**config.mk**
```make
export PLATFORM = sky130hd
export DESIGN_NAME = timer_icb_regif
export DESIGN_NICKNAME = d
export VERILOG_FILES = /design/src/rtl/timer_icb_regif.sv
export SDC_FILE = /design/constraint.sdc
export NUM_CORES = 1
export LEC_CHECK = 0
export CORE_MARGIN = 3
export CORE_UTILIZATION = 31
export CTS_CLUSTER_SIZE = 8
export DETAILED_ROUTE_END_ITERATION = 8
export GPL_TIMING_DRIVEN = 0
export PLACE_DENSITY_LB_ADDON = 0.2
export SLEW_MARGIN = 30
export SYNTH_ARGS = -nofsm -noshare
export SYNTH_HDL_FRONTEND = slang
export SYNTH_SLANG_ARGS = --single-unit
```
**constraint.sdc**
```tcl
create_clock -name sys_clk -period 1.4 [get_ports sys_clk]
set_input_delay 0.28 -clock sys_clk [delete_from_list [all_inputs] [get_ports sys_clk]]
set_output_delay 0.28 -clock sys_clk [all_outputs]
set_load 0.02 [all_outputs]
```
**src/rtl/timer_icb_regif.sv**
```systemverilog
// ICB register interface for a 16-bit timer: CON/PRD/CNT pass-through with write strobes,
// sticky STAT flags with write-1-to-clear, IEN mask and a registered interrupt request.
module timer_icb_regif #(
  parameter int unsigned ADDR_W = 8
) (
  input  logic              sys_clk,
  input  logic              sys_rst,
  input  logic              icb_cmd_valid,
  output logic              icb_cmd_ready,
  input  logic [ADDR_W-1:0] icb_cmd_addr,
  input  logic              icb_cmd_read,
  input  logic [31:0]       icb_cmd_wdata,
  input  logic [3:0]        icb_cmd_wmask,
  output logic              icb_rsp_valid,
  input  logic              icb_rsp_ready,
  output logic [31:0]       icb_rsp_rdata,
  output logic              icb_rsp_err,
  output logic              tmr_con_wr,
  output logic              tmr_prd_wr,
  output logic              tmr_cnt_wr,
  output logic [15:0]       icb_wdat,
  input  logic [15:0]       tmr_con,
  input  logic [15:0]       tmr_prd,
  input  logic [15:0]       tmr_cnt,
  input  logic              tmr_ovf,
  input  logic              tmr_int,
  output logic              irq
);

  localparam int unsigned IDX_W   = 3;
  localparam int unsigned ADDR_HI = 20;

  typedef enum logic {IDLE, RESP} state_e;

  state_e           state_q, state_d;
  logic             accept;
  logic             addr_ok;
  logic             wmask_ok;
  logic             wr_ok;
  logic             err_c;
  logic [IDX_W-1:0] reg_idx;
  logic [15:0]      rd_val;
  logic [1:0]       stat_q, ien_q, stat_clr;
  logic             con_wr_q, prd_wr_q, cnt_wr_q;
  logic             unused_bits;

  assign unused_bits = ^{icb_cmd_wdata[31:16], icb_cmd_wmask[3:2]};

  assign icb_cmd_ready = (state_q == IDLE) && !sys_rst;
  assign accept        = icb_cmd_valid && icb_cmd_ready;

  // Address/mask decode of the command being presented
  assign addr_ok  = (icb_cmd_addr[1:0] == 2'b00) && (icb_cmd_addr < ADDR_W'(ADDR_HI));
  assign wmask_ok = (icb_cmd_wmask[1:0] == 2'b11);
  assign reg_idx  = IDX_W'(icb_cmd_addr >> 2);
  assign wr_ok    = accept && !icb_cmd_read && addr_ok && wmask_ok;
  assign err_c    = !addr_ok || (!icb_cmd_read && !wmask_ok);
  assign stat_clr = (wr_ok && reg_idx == IDX_W'(3)) ? icb_cmd_wdata[1:0] : 2'b00;

  always_comb begin
    rd_val = '0;
    case (reg_idx)
      IDX_W'(0): rd_val = tmr_con;
      IDX_W'(1): rd_val = tmr_prd;
      IDX_W'(2): rd_val = tmr_cnt;
      IDX_W'(3): rd_val = {14'd0, stat_q};
      IDX_W'(4): rd_val = {14'd0, ien_q};
      default:   rd_val = '0;
    endcase
  end

  always_ff @(posedge sys_clk) begin
    if (sys_rst) state_q <= IDLE;
    else         state_q <= state_d;
  end

  always_comb begin
    state_d = state_q;
    case (state_q)
      IDLE:    if (accept) state_d = RESP;
      RESP:    if (icb_rsp_ready) state_d = IDLE;
      default: state_d = IDLE;
    endcase
  end

  // Response, strobes, STAT/IEN and irq registers
  always_ff @(posedge sys_clk) begin
    if (sys_rst) begin
      icb_rsp_valid <= 1'b0;
      icb_rsp_err   <= 1'b0;
      icb_rsp_rdata <= '0;
      con_wr_q      <= 1'b0;
      prd_wr_q      <= 1'b0;
      cnt_wr_q      <= 1'b0;
      icb_wdat      <= '0;
      stat_q        <= '0;
      ien_q         <= '0;
      irq           <= 1'b0;
    end else begin
      irq      <= |(stat_q & ien_q);
      stat_q   <= (stat_q & ~stat_clr) | {tmr_int, tmr_ovf};
      con_wr_q <= wr_ok && (reg_idx == IDX_W'(0));
      prd_wr_q <= wr_ok && (reg_idx == IDX_W'(1));
      cnt_wr_q <= wr_ok && (reg_idx == IDX_W'(2));
      if (wr_ok && reg_idx < IDX_W'(3)) icb_wdat <= icb_cmd_wdata[15:0];
      if (wr_ok && reg_idx == IDX_W'(4)) ien_q <= icb_cmd_wdata[1:0];
      if (accept) begin
        icb_rsp_valid <= 1'b1;
        icb_rsp_err   <= err_c;
        icb_rsp_rdata <= (icb_cmd_read && addr_ok) ? {16'h0000, rd_val} : 32'h0;
      end else if (icb_rsp_valid && icb_rsp_ready) begin
        icb_rsp_valid <= 1'b0;
      end
    end
  end

  // A reset landing in the strobe cycle masks the strobe
  assign tmr_con_wr = con_wr_q && !sys_rst;
  assign tmr_prd_wr = prd_wr_q && !sys_rst;
  assign tmr_cnt_wr = cnt_wr_q && !sys_rst;

endmodule
```
* Word-level counts from Yosys, hierarchy flattened
Index checks and enable logic that the tools add are counted.
** Cells by class
- Magnitude comparators :: 2
- Equality and inequality tests :: 5
- Mux-type cells :: 8
- Bitwise gates (word level) :: 5
- Reductions and logical operators :: 27
** Operators by type and width (count)
- 16-bit one-hot mux with 5 select lines :: 1
- 1-bit logical AND :: 18
- 16-bit two-way mux :: 1
- 8-bit by 5-bit less-than comparator with 1-bit output, second input constant :: 1
- 3-bit by 2-bit equality test with 1-bit output, second input constant :: 2
- 2-bit AND :: 2
- 1-bit zero test :: 4
- 1-bit two-way mux :: 4
- 3-bit by 1-bit equality test with 1-bit output, second input constant :: 1
- 3-bit equality test, second input constant :: 1
- 3-bit zero test :: 1
- 3-bit by 2-bit less-than comparator with 1-bit output, second input constant :: 1
- 2-bit equality test, second input constant :: 1
- 2-bit zero test :: 1
- 2-bit two-way mux :: 1
- 2-bit inverter :: 1
- 2-bit bitwise OR :: 1
- 1-bit one-hot mux with 2 select lines :: 1
- 2-bit nonzero test :: 1
- 2-bit OR reduction :: 1
- 1-bit logical OR :: 1
- 1-bit inverter :: 1
** Storage, ports and cells
- Bits in registers :: 59
- Bits of input ports :: 99
- Output and inout bits :: 55
- Logic and storage cells :: 58

* Logic depth before layout (Yosys ltp)
Gate-level depths: netlist of the first run.
- Depth after elaboration :: 11
- Gate-level depth with buffers :: 6

* Worst setup path after synthesis of the first run
Ideal clock, no wire load.
- Kind :: register -> register
- Start :: reg state_q
- End :: reg icb_wdat[0]
- Arrival time :: 1.355 ns
- Slack :: -0.083 ns
- Cell stages (with the launch flop) :: 6
- Path through :: dfxtp_1 > nor4b_4 > nand4_4 > buf_2 > mux2i_1 > nor2_1
** On the way
- Cells in the longest elaborated chain, start to end :: 7
** Ends and longest elaborated chain
- start, declared :: RTL line 35 : state_e state_q, state_d;
- start signal, assigned :: RTL line 74 : else state_q <= state_d;
- 1-bit inverter
- 1-bit logical AND :: RTL line 49 : assign icb_cmd_ready = (state_q == IDLE) && !sys_rst;
- 1-bit logical AND :: RTL line 50 : assign accept = icb_cmd_valid && icb_cmd_ready;
- 1-bit logical AND (3 in series) :: RTL line 56 : assign wr_ok = accept && !icb_cmd_read && addr_ok && wmask_ok;
- 1-bit logical AND :: RTL line 105 : if (wr_ok && reg_idx < IDX_W'(3)) icb_wdat <= icb_cmd_wdata[15:0];
- end signal, assigned :: RTL line 105
- end, declared :: RTL line 21 : output logic [15:0] icb_wdat,
Every way passes these cells.
A chain may end at the register's enable or synchronous reset.

* Worst setup path in the final report of the first run
- Start :: reg state_q
- End :: reg icb_wdat[15]
Same word-level chain as after synthesis.

==> results of run 1 <==
## layout make-up
type	count	area share
Clock buffer	6	0.0199
Timing Repair Buffer	127	0.331
Tap cell	77	0.0264
Buffer	29	0.0593
Clock inverter	2	0.00343
Inverter	1	0.00103
Sequential cell	43	0.237
Multi-Input combinational cell	164	0.322
## logic make-up after synthesis
kind of cell	share of synthesized area
compound gates	0.141
buf+inv	0.0902
flops	0.406
mux	0.170
other cells	0.00177
simple gates	0.192
## cell usage after synthesis (all sizes together), types with 2 or more instances
cell type | number | share of area
nor2b | 4 | 0.012
nor4b | 2 | 0.022
nor3 | 2 | 0.0047
buf | 22 | 0.076
nor4 | 2 | 0.013
nor2 | 26 | 0.046
a31oi | 2 | 0.0059
o32ai | 2 | 0.0083
nand2 | 18 | 0.033
mux2i | 36 | 0.17
dfxtp | 43 | 0.41
clkbuf | 7 | 0.012
a211oi | 3 | 0.011
nand4 | 4 | 0.019
a22o | 14 | 0.058
o21ai | 17 | 0.040
a21oi | 2 | 0.0047
nor3b | 6 | 0.026
a21o | 2 | 0.0071
## what timing repair did
| action | in CTS | in global routing |
|---|---|---|
| resized for setup | 78 | 19 |
| hold buffers | 0 | 0 |
| cloned | 1 | 0 |
| pin swaps | 7 | 9 |
| buffers inserted | 9 | 1 |
| endpoints found under the hold margin | 0 | 0 |
| endpoints found under the setup margin | 81 | 41 |
## metal layers
metal,up-vias,share of wire,track usage
li1,1056,-,-
met1,940,0.42,0.211
met2,91,0.47,0.266
met3,10,0.096,0.0419
met4,0,0.018,0.0563
met5,-,0,0
## through the flow
step	TNS [ns]	utilization	setup slack [ns]
after floorplan	-0.614	-	-0.0538
final	-0.459	0.562	-0.0736
after CTS	-3.45	0.556	-0.149
after global routing	-2.98	0.562	-0.139
after global placement	-32.10	0.532	-1.37
after detailed placement	-31.86	0.532	-1.35
## power groups by stage
stage	clock, mW	combinational, mW	sequential, mW
2_1_floorplan	0	0.221	1.28
3_3_place_gp	0	0.509	1.27
3_5_place_dp	0	0.514	1.27
4_1_cts	0.809	0.531	1.24
5_1_grt	0.871	0.588	1.24
6_report	0.775	0.541	1.24
## critical path, cell delays in order (launching register included)
cell and delay [ns]:
dfxtp_4 0.35, nor4b_4 0.26, buf_4 0.18, nand4_4 0.13, clkbuf_16 0.21, mux2i_2 0.17
nor2_1 0.07
## state kept, by name (all words and copies together) (netlist names)
| signal | count |
|---|---|
| icb_wdat | 16 |
| stat_q | 2 |
| state_q | 1 |
| cnt_wr_q | 1 |
| con_wr_q | 1 |
| icb_rsp_err | 1 |
| icb_rsp_valid | 1 |
| prd_wr_q | 1 |
| ien_q | 2 |
| irq | 1 |
| icb_rsp_rdata | 16 |
## worst max-delay path by stage
stage	startpoint	end	slack [ns]	cells past startpoint
4_1_cts	state_q$_SDFF_PP0_	icb_wdat[10]$_SDFFE_PP0P_	-0.15	6
3_3_place_gp	sys_rst	icb_cmd_ready	-1.37	5
5_1_grt	state_q$_SDFF_PP0_	icb_wdat[15]$_SDFFE_PP0P_	-0.14	6
3_5_place_dp	sys_rst	icb_cmd_ready	-1.35	5
6_report	state_q$_SDFF_PP0_	icb_wdat[15]$_SDFFE_PP0P_	-0.07	6
2_1_floorplan	state_q$_SDFF_PP0_	icb_rsp_rdata[10]$_SDFFE_PP0P_	-0.05	5
==> metrics.md, run 1 <==
| Metric | Value |
|---|---|
| Run status | finished, violations left |
| Failing checks | negative setup slack |
| Core Rows | 29 |
| Fraction of layout cells with a size suffix above 1 | 0.180 |
| Reg2reg setup slack | -0.07 ns |
| CTS Root Cell | clkbuf_8 |
| Comb pwr share | 0.212 |
| Power per Cell Area | 701 nW/um2 |
| First-pass GRT wire length | 9960 um |
| Fillers | 627 |
| Clock share of power | 0.303 |
| Minimum clock period | 1.47 ns |
| Fin area | 3650 um2 |
| CP startpoint kind | register |
| F_max | 679 MHz |
| Max-slew violations | 0 |
| Initial antenna violation count | 0 |
| Max Clock Skew | 0.00817 ns |
| Design internal power | 1.90 mW |
| Area of the multi-input gates | 1170 um2 |
| Final setup violation count | 18 |
| Sw frac | 0.258 |
| Worst skew pair latency | 0.29 ns |
| Hold Crit Start | icb_cmd_addr[4] |
| Overflow after GRT | 0 |
| RR Startpoint | state_q$_SDFF_PP0_ |
| Reg power frac | 0.485 |
| DRT iter0 DRCs | 74 |
| Commonest cells after routing, fill and taps aside | 69 x clkdlybuf4s50_1, 42 x dfxtp_1, 42 x dlygate4sd2_1 |
| Final Cycle Share | 1.05 |
| Nets | 470 |
| CTS Buf Count | 5 |
| DIE HEIGHT | 88.7 um |
| YS warnings | 0 |
| Post-DP Area | 3460 um2 |
| H-tree Lvls | 2 |
| Worst flop-to-flop path endpoint | icb_wdat[15]$_SDFFE_PP0P_ |
| Power Total | 2.56 mW |
| Number of flops mapped to enable cells by yosys | 0 |
| Crit Path Max Fanout | 5 |
| Worst endpoint required time | 1.59 ns |
| DR WL/cell | 14.2 um |
| Post-Syn Area | 2120 um2 |
| I/O pin cnt | 154 |
| Crit. End Element | register |
| Commonest non-fill, non-tap cell in the layout | clkdlybuf4s50_1 |
| Vias in the first global route | 2025 |
| Yosys reg bits | 43 |
| Die width | 88.7 um |
| Net Switching | 0.660 mW |
| Async set-reset flop share out of synthesis | 0 |
| CTS tree | yes |
| Core Area | 6490 um2 |
| Post-Route WL | 6400 um |
| Seq/Total Area, Yosys | 0.406 |
| Number of diodes | 0 |
| Hold Path Depth | 3 |
| CP Data Arrival Time | 1.67 ns |
| Largest net degree at the start of global routing | 14 |
| Hold_ws | 0.357 ns |
| Static leakage | 1.80 nW |
| CTS Buffer Depth | 2 |
| R2r worst-path depth | 6 |
| Worst-path clk slew | 0.08 ns |
| Critical path class | register to register |
| I/O Buffers | 117 |
| RSZ-0062 raised after global routing | true |
| Sequential Area | 865 um2 |
| Total die area | 7870 um2 |
| Dpl hpwl | 4930 um |
| Placed cell count | 431 |
| Setup ws final | -0.0736 ns |
| Syn_area_per_cell | 9.56 um2 |
| Synthesized instance count | 222 |
| Worst VDD drop | 422 uV |
| Maxcap violations | 0 |
| Hold endpoint | con_wr_q$_SDFF_PP0_ |
| Hold Path Class | input pin to register |
| Final hold violation count | 0 |
| Count of cell types in the netlist | 34 |
| Post-Layout Cell Count | 449 |
| Area Overhead vs Synth | 72.0% |
| GRT Overall Usage | 0.164 |
| Routed via count | 2097 |
| GPL Wtd Cong | 0.781 |
| Clock Sinks | 43 |
| First-pass DRT Iterations | 4 |
| Effective utilization at floorplan | 0.327 |
| Drc violations | 0 |
| Vias per cell | 4.67 |
| Post-route ant nets | 0 |
| Top FF cell, synth | dfxtp_1 |
Note: power is estimated with default switching activity, not from simulation.
==> run 2, diff against run 1 <==
--- a/config.mk
+++ b/config.mk
@@ -6,9 +6,10 @@
 export NUM_CORES = 1
 export LEC_CHECK = 0
 export CORE_MARGIN = 3
-export CORE_UTILIZATION = 31
+export CORE_UTILIZATION = 51
 export CTS_CLUSTER_SIZE = 8
 export DETAILED_ROUTE_END_ITERATION = 8
+export DONT_BUFFER_PORTS = 1
 export GPL_TIMING_DRIVEN = 0
 export PLACE_DENSITY_LB_ADDON = 0.2
 export SLEW_MARGIN = 30
==> metrics.md, run 2 (synthesis results as in run 1) <==
| Metric | Value |
|---|---|
| Run status | finished, violations left |
| Failing checks | negative setup slack |
| First-pass GRT wire length | 7810 um |
| Maxcap violations | 0 |
| Drc violations | 0 |
| DIE HEIGHT | 70.5 um |
| Max Clock Skew | 0.00366 ns |
| Sequential Area | 865 um2 |
| Final Cycle Share | 1.04 |
| Fillers | 326 |
| Vias in the first global route | 1627 |
| CTS Buffer Depth | 2 |
| Routed via count | 1661 |
| F_max | 685 MHz |
| H-tree Lvls | 2 |
| I/O Buffers | 0 |
| Hold Path Class | input pin to register |
| Crit Path Max Fanout | 5 |
| Crit. End Element | register |
| CTS tree | yes |
| Post-DP Area | 2250 um2 |
| Static leakage | 1.16 nW |
| DR WL/cell | 16.6 um |
| Placed cell count | 285 |
| Worst VDD drop | 593 uV |
| CP startpoint kind | register |
| Total die area | 4970 um2 |
| Top Registers | icb_rsp_rdata x16, icb_wdat x16 |
| Number of diodes | 0 |
| Worst endpoint required time | 1.59 ns |
| CP Data Arrival Time | 1.65 ns |
| First-pass DRT Iterations | 4 |
| Worst-path clk slew | 0.08 ns |
| Worst skew pair latency | 0.29 ns |
| Area of the multi-input gates | 1160 um2 |
| Max-slew violations | 0 |
| Power per Cell Area | 922 nW/um2 |
| Die width | 70.5 um |
| Post-Layout Cell Count | 302 |
| Effective utilization at floorplan | 0.555 |
| Initial antenna violation count | 0 |
| Critical path class | register to register |
| CTS Buf Count | 5 |
| Largest net degree at the start of global routing | 14 |
| Core Rows | 22 |
| Post-route ant nets | 0 |
| Minimum clock period | 1.46 ns |
| Dpl hpwl | 3810 um |
| Commonest non-fill, non-tap cell in the layout | dfxtp_1 |
| Fraction of layout cells with a size suffix above 1 | 0.217 |
| RSZ-0062 raised after global routing | true |
| Power Total | 2.28 mW |
| Fin area | 2470 um2 |
| Slowest stage delay, CP | 0.36 ns |
| Setup ws final | -0.0595 ns |
| Overflow after GRT | 0 |
| GRT Overall Usage | 0.197 |
| Nets | 352 |
| GPL Wtd Cong | 0.751 |
| Core Area | 3830 um2 |
| Area Overhead vs Synth | 16.5% |
| Clock Sinks | 43 |
| I/O pin cnt | 154 |
| Cells along the critical path | nor4b_4 -> buf_4 -> nand4_4 -> buf_8 -> mux2i_1 -> nor2_1 |
| Final hold violation count | 0 |
| Rel. slew slack | 0.662 |
| Commonest cells after routing, fill and taps aside | 42 x dfxtp_1, 36 x mux2i_1, 25 x nor2_1 |
| DRT iter0 DRCs | 55 |
| Slowest CP cell | dfxtp_4 |
| CTS Root Cell | clkbuf_8 |
| Final setup violation count | 30 |
| Vias per cell | 5.50 |
| Post-Route WL | 5010 um |
| Least-Margin Pin Slew | 0.507 ns |
[run 2: path summary, 6_finish.rpt]
path / from / end / slack (ns) / cells past startpoint
setup / recovery: state_q$_SDFF_PP0_ / icb_wdat[1]$_SDFFE_PP0P_ / -0.06 / 6
hold reg to reg: stat_q[1]$_SDFF_PP0_ / stat_q[1]$_SDFF_PP0_ / 0.54 / 2
hold / removal: icb_rsp_ready / state_q$_SDFF_PP0_ / 0.07 / 1
setup reg to reg: state_q$_SDFF_PP0_ / icb_wdat[1]$_SDFFE_PP0P_ / -0.06 / 6
[run 2: timing repair]
action | 4_1_cts | 5_1_grt
gates cloned | 1 | 0
gates resized for setup | 7 | 11
hold buffers | 0 | 0
endpoints found under the setup margin | 33 | 39
buffers inserted | 7 | 2
pin swaps | 7 | 6
[run 2: layout make-up]
type | instances | area share
Multi-Input combinational cell | 164 | 0.471
Inverter | 1 | 0.00152
Buffer | 29 | 0.0815
Clock inverter | 2 | 0.00506
Timing Repair Buffer | 9 | 0.0374
Tap cell | 48 | 0.0243
Sequential cell | 43 | 0.350
Clock buffer | 6 | 0.0294
[run 2: per-stage QoR]
stage / TNS [ns] / hold WS [ns] / setup WS, ns / utilization
final: -0.454 / 0.0677 / -0.0595 / 0.646
after global routing: -3.94 / 0.0684 / -0.197 / 0.646
after CTS: -2.95 / 0.0605 / -0.127 / 0.636
after detailed placement: -5.61 / 0.377 / -0.259 / 0.588
after global placement: -5.05 / 0.374 / -0.239 / 0.588
after floorplan: -0.614 / 0.373 / -0.0538 / -
[run 2: critical path: cells and delay by family, from the launching register on]
family | cells | cell delay [ns]
buffers and inverters | 2 | 0.37
flip-flops | 1 | 0.36
multiplexers | 1 | 0.19
AND/OR/NAND/NOR | 3 | 0.44
[run 2: per-layer routing]
| layer | global-route usage | wire, um | vias up |
|---|---|---|---|
| met5 | 0 | 0 | - |
| met4 | 0.0702 | 89 | 0 |
| met3 | 0.0777 | 483 | 10 |
| met2 | 0.325 | 2410 | 82 |
| met1 | 0.230 | 2030 | 749 |
| li1 | - | - | 820 |
[run 2: power breakdown]
| part | internal (mW) | switching, mW |
|---|---|---|
| Sequential | 1.23 | 0.0152 |
| Clock | 0.348 | 0.408 |
| Combinational | 0.119 | 0.157 |
==> run 3, diff against run 2 <==
--- a/config.mk
+++ b/config.mk
@@ -6,7 +6,7 @@
 export NUM_CORES = 1
 export LEC_CHECK = 0
 export CORE_MARGIN = 3
-export CORE_UTILIZATION = 51
+export CORE_UTILIZATION = 48
 export CTS_CLUSTER_SIZE = 8
 export DETAILED_ROUTE_END_ITERATION = 8
 export DONT_BUFFER_PORTS = 1
==> metrics.md, run 3 (synthesis results as in run 1) <==
| Metric | Value |
|---|---|
| Fin area | 2480 um2 |
| H-tree Lvls | 2 |
| Critical path buffer and inverter count | 1 |
| Metal-1 WL | 2040 um |
| Crit-path leading delay family | simple AND/OR/NAND/NOR gates |
| DIE HEIGHT | 72.5 um |
| Core Rows | 23 |
| Post-DP Area | 2250 um2 |
| Area Overhead vs Synth | 16.7% |
| First-pass GRT wire length | 7660 um |
| Clock Sinks | 43 |
| Drc violations | 0 |
| Nets | 351 |
| Hold-fix buffers, CTS | 0 |
| GPL Wtd Cong | 0.751 |
| Worst skew pair latency | 0.30 ns |
| Slowest stage delay, CP | 0.36 ns |
| Post-Layout Cell Count | 303 |
| Crit Path Max Fanout | 3 |
| Total die area | 5250 um2 |
| Core Area | 4140 um2 |
| First-pass DRT Iterations | 4 |
| Hold_ws | 0.0662 ns |
| Post-route ant nets | 0 |
| GRT Overall Usage | 0.185 |
| Number of diodes | 0 |
| Final setup violation count | 23 |
| Run status | finished, violations left |
| Maxcap violations | 0 |
| RSZ-0062 raised after global routing | true |
| TNS Setup | -0.355 ns |
| DR WL/cell | 16.1 um |
| Cells along the critical path | nor4b_4 -> nand2_2 -> buf_6 -> or3_4 -> nor3b_2 |
| CTS tree | yes |
| Final Cycle Share | 1.05 |
| Setup ws final | -0.0762 ns |
| Routed via count | 1636 |
| Slowest CP cell | dfxtp_4 |
| Hold Path Class | input pin to register |
| Highest routed metal layer | met4 |
| Routed met2 length | 2290 um |
| Final hold violation count | 0 |
| Overflow after GRT | 0 |
| Crit. End Element | register |
| Worst endpoint required time | 1.62 ns |
| Power per Cell Area | 936 nW/um2 |
| Static leakage | 1.14 nW |
| Largest net degree at the start of global routing | 16 |
| Dpl hpwl | 3810 um |
| Max Clock Skew | 0.0141 ns |
| Worst-path clk slew | 0.08 ns |
| Max-slew violations | 0 |
| Fillers | 397 |
| CTS Buffer Depth | 2 |
| Top Registers | icb_rsp_rdata x16, icb_wdat x16 |
| Initial antenna violation count | 0 |
| CTS Buf Count | 5 |
| CP startpoint kind | register |
| Worst VDD drop | 630 uV |
| Critical path class | register to register |
| Die width | 72.5 um |
| F_max | 677 MHz |
| Failing checks | negative setup slack |
| I/O Buffers | 0 |
| Minimum clock period | 1.48 ns |
| Post-layout utilization of the core | 0.598 |
| DRT iter0 DRCs | 93 |
| CTS Root Cell | clkbuf_8 |
| Vias per cell | 5.40 |
| Commonest non-fill, non-tap cell in the layout | dfxtp_1 |
| Fraction of layout cells with a size suffix above 1 | 0.217 |
| Placed cell count | 287 |
| WL met3 | 528 um |
| Post-Route WL | 4890 um |
| CP Data Arrival Time | 1.70 ns |
| I/O pin cnt | 154 |
| Effective utilization at floorplan | 0.512 |
| Commonest cells after routing, fill and taps aside | 42 x dfxtp_1, 35 x mux2i_1, 25 x nor2_1 |
| Vias in the first global route | 1651 |
==> run 3: cell types whose count changed in the layout (fill, tap and decap cells not counted), sizes merged <==
cell	change
clkinv	+1
buf	-2
==> run 3: cell type report <==
type,instances,area (um2),area share
Timing Repair Buffer,8,85.1,0.0344
Multi-Input combinational cell,164,1160,0.469
Clock inverter,3,25.0,0.0101
Clock buffer,5,68.8,0.0278
Inverter,1,3.75,0.00152
Sequential cell,43,865,0.349
Buffer,29,204,0.0824
Tap cell,50,62.6,0.0253
==> run 3: worst register-to-register path, stage by stage, from the launching register on <==
cell	delay (ns)
dfxtp_4	0.36
nor4b_4	0.26
nand2_2	0.12
buf_6	0.14
or3_4	0.36
nor3b_2	0.17
==> run 3: repair_timing <==
| item | in CTS | in global routing |
|---|---|---|
| setup endpoints to repair | 40 | 39 |
| resized for setup | 9 | 11 |
| setup buffers | 5 | 1 |
| pin swaps | 7 | 17 |
| gates cloned | 1 | 1 |
==> run 3: final timing paths <==
kind                        start              endpoint  slack (ns)  cells after the start
max            state_q$_SDFF_PP0_   cnt_wr_q$_SDFF_PP0_       -0.08                      5
max reg2reg    state_q$_SDFF_PP0_   cnt_wr_q$_SDFF_PP0_       -0.08                      5
min                 icb_rsp_ready    state_q$_SDFF_PP0_        0.07                      1
min reg2reg  stat_q[0]$_SDFF_PP0_  stat_q[0]$_SDFF_PP0_        0.53                      2
==> run 3: stage by stage <==
step	total power [mW]	worst slack, ns
final	2.32	-0.0762
after global routing	2.43	-0.142
after CTS	2.34	-0.148
after detailed placement	1.53	-0.266
after global placement	1.53	-0.280
after floorplan	1.50	-0.0538
==> run 3: power by group <==
part	switching [mW]	internal (mW)
combinational	0.157	0.118
sequential	0.0151	1.23
clock	0.438	0.357
total	0.610	1.71
==> run 3: per-layer routing <==
layer | track usage | vias up
li1 | - | 823
met1 | 0.229 | 733
met2 | 0.298 | 76
met3 | 0.0762 | 4
met4 | 0.0492 | 0
met5 | 0 | -
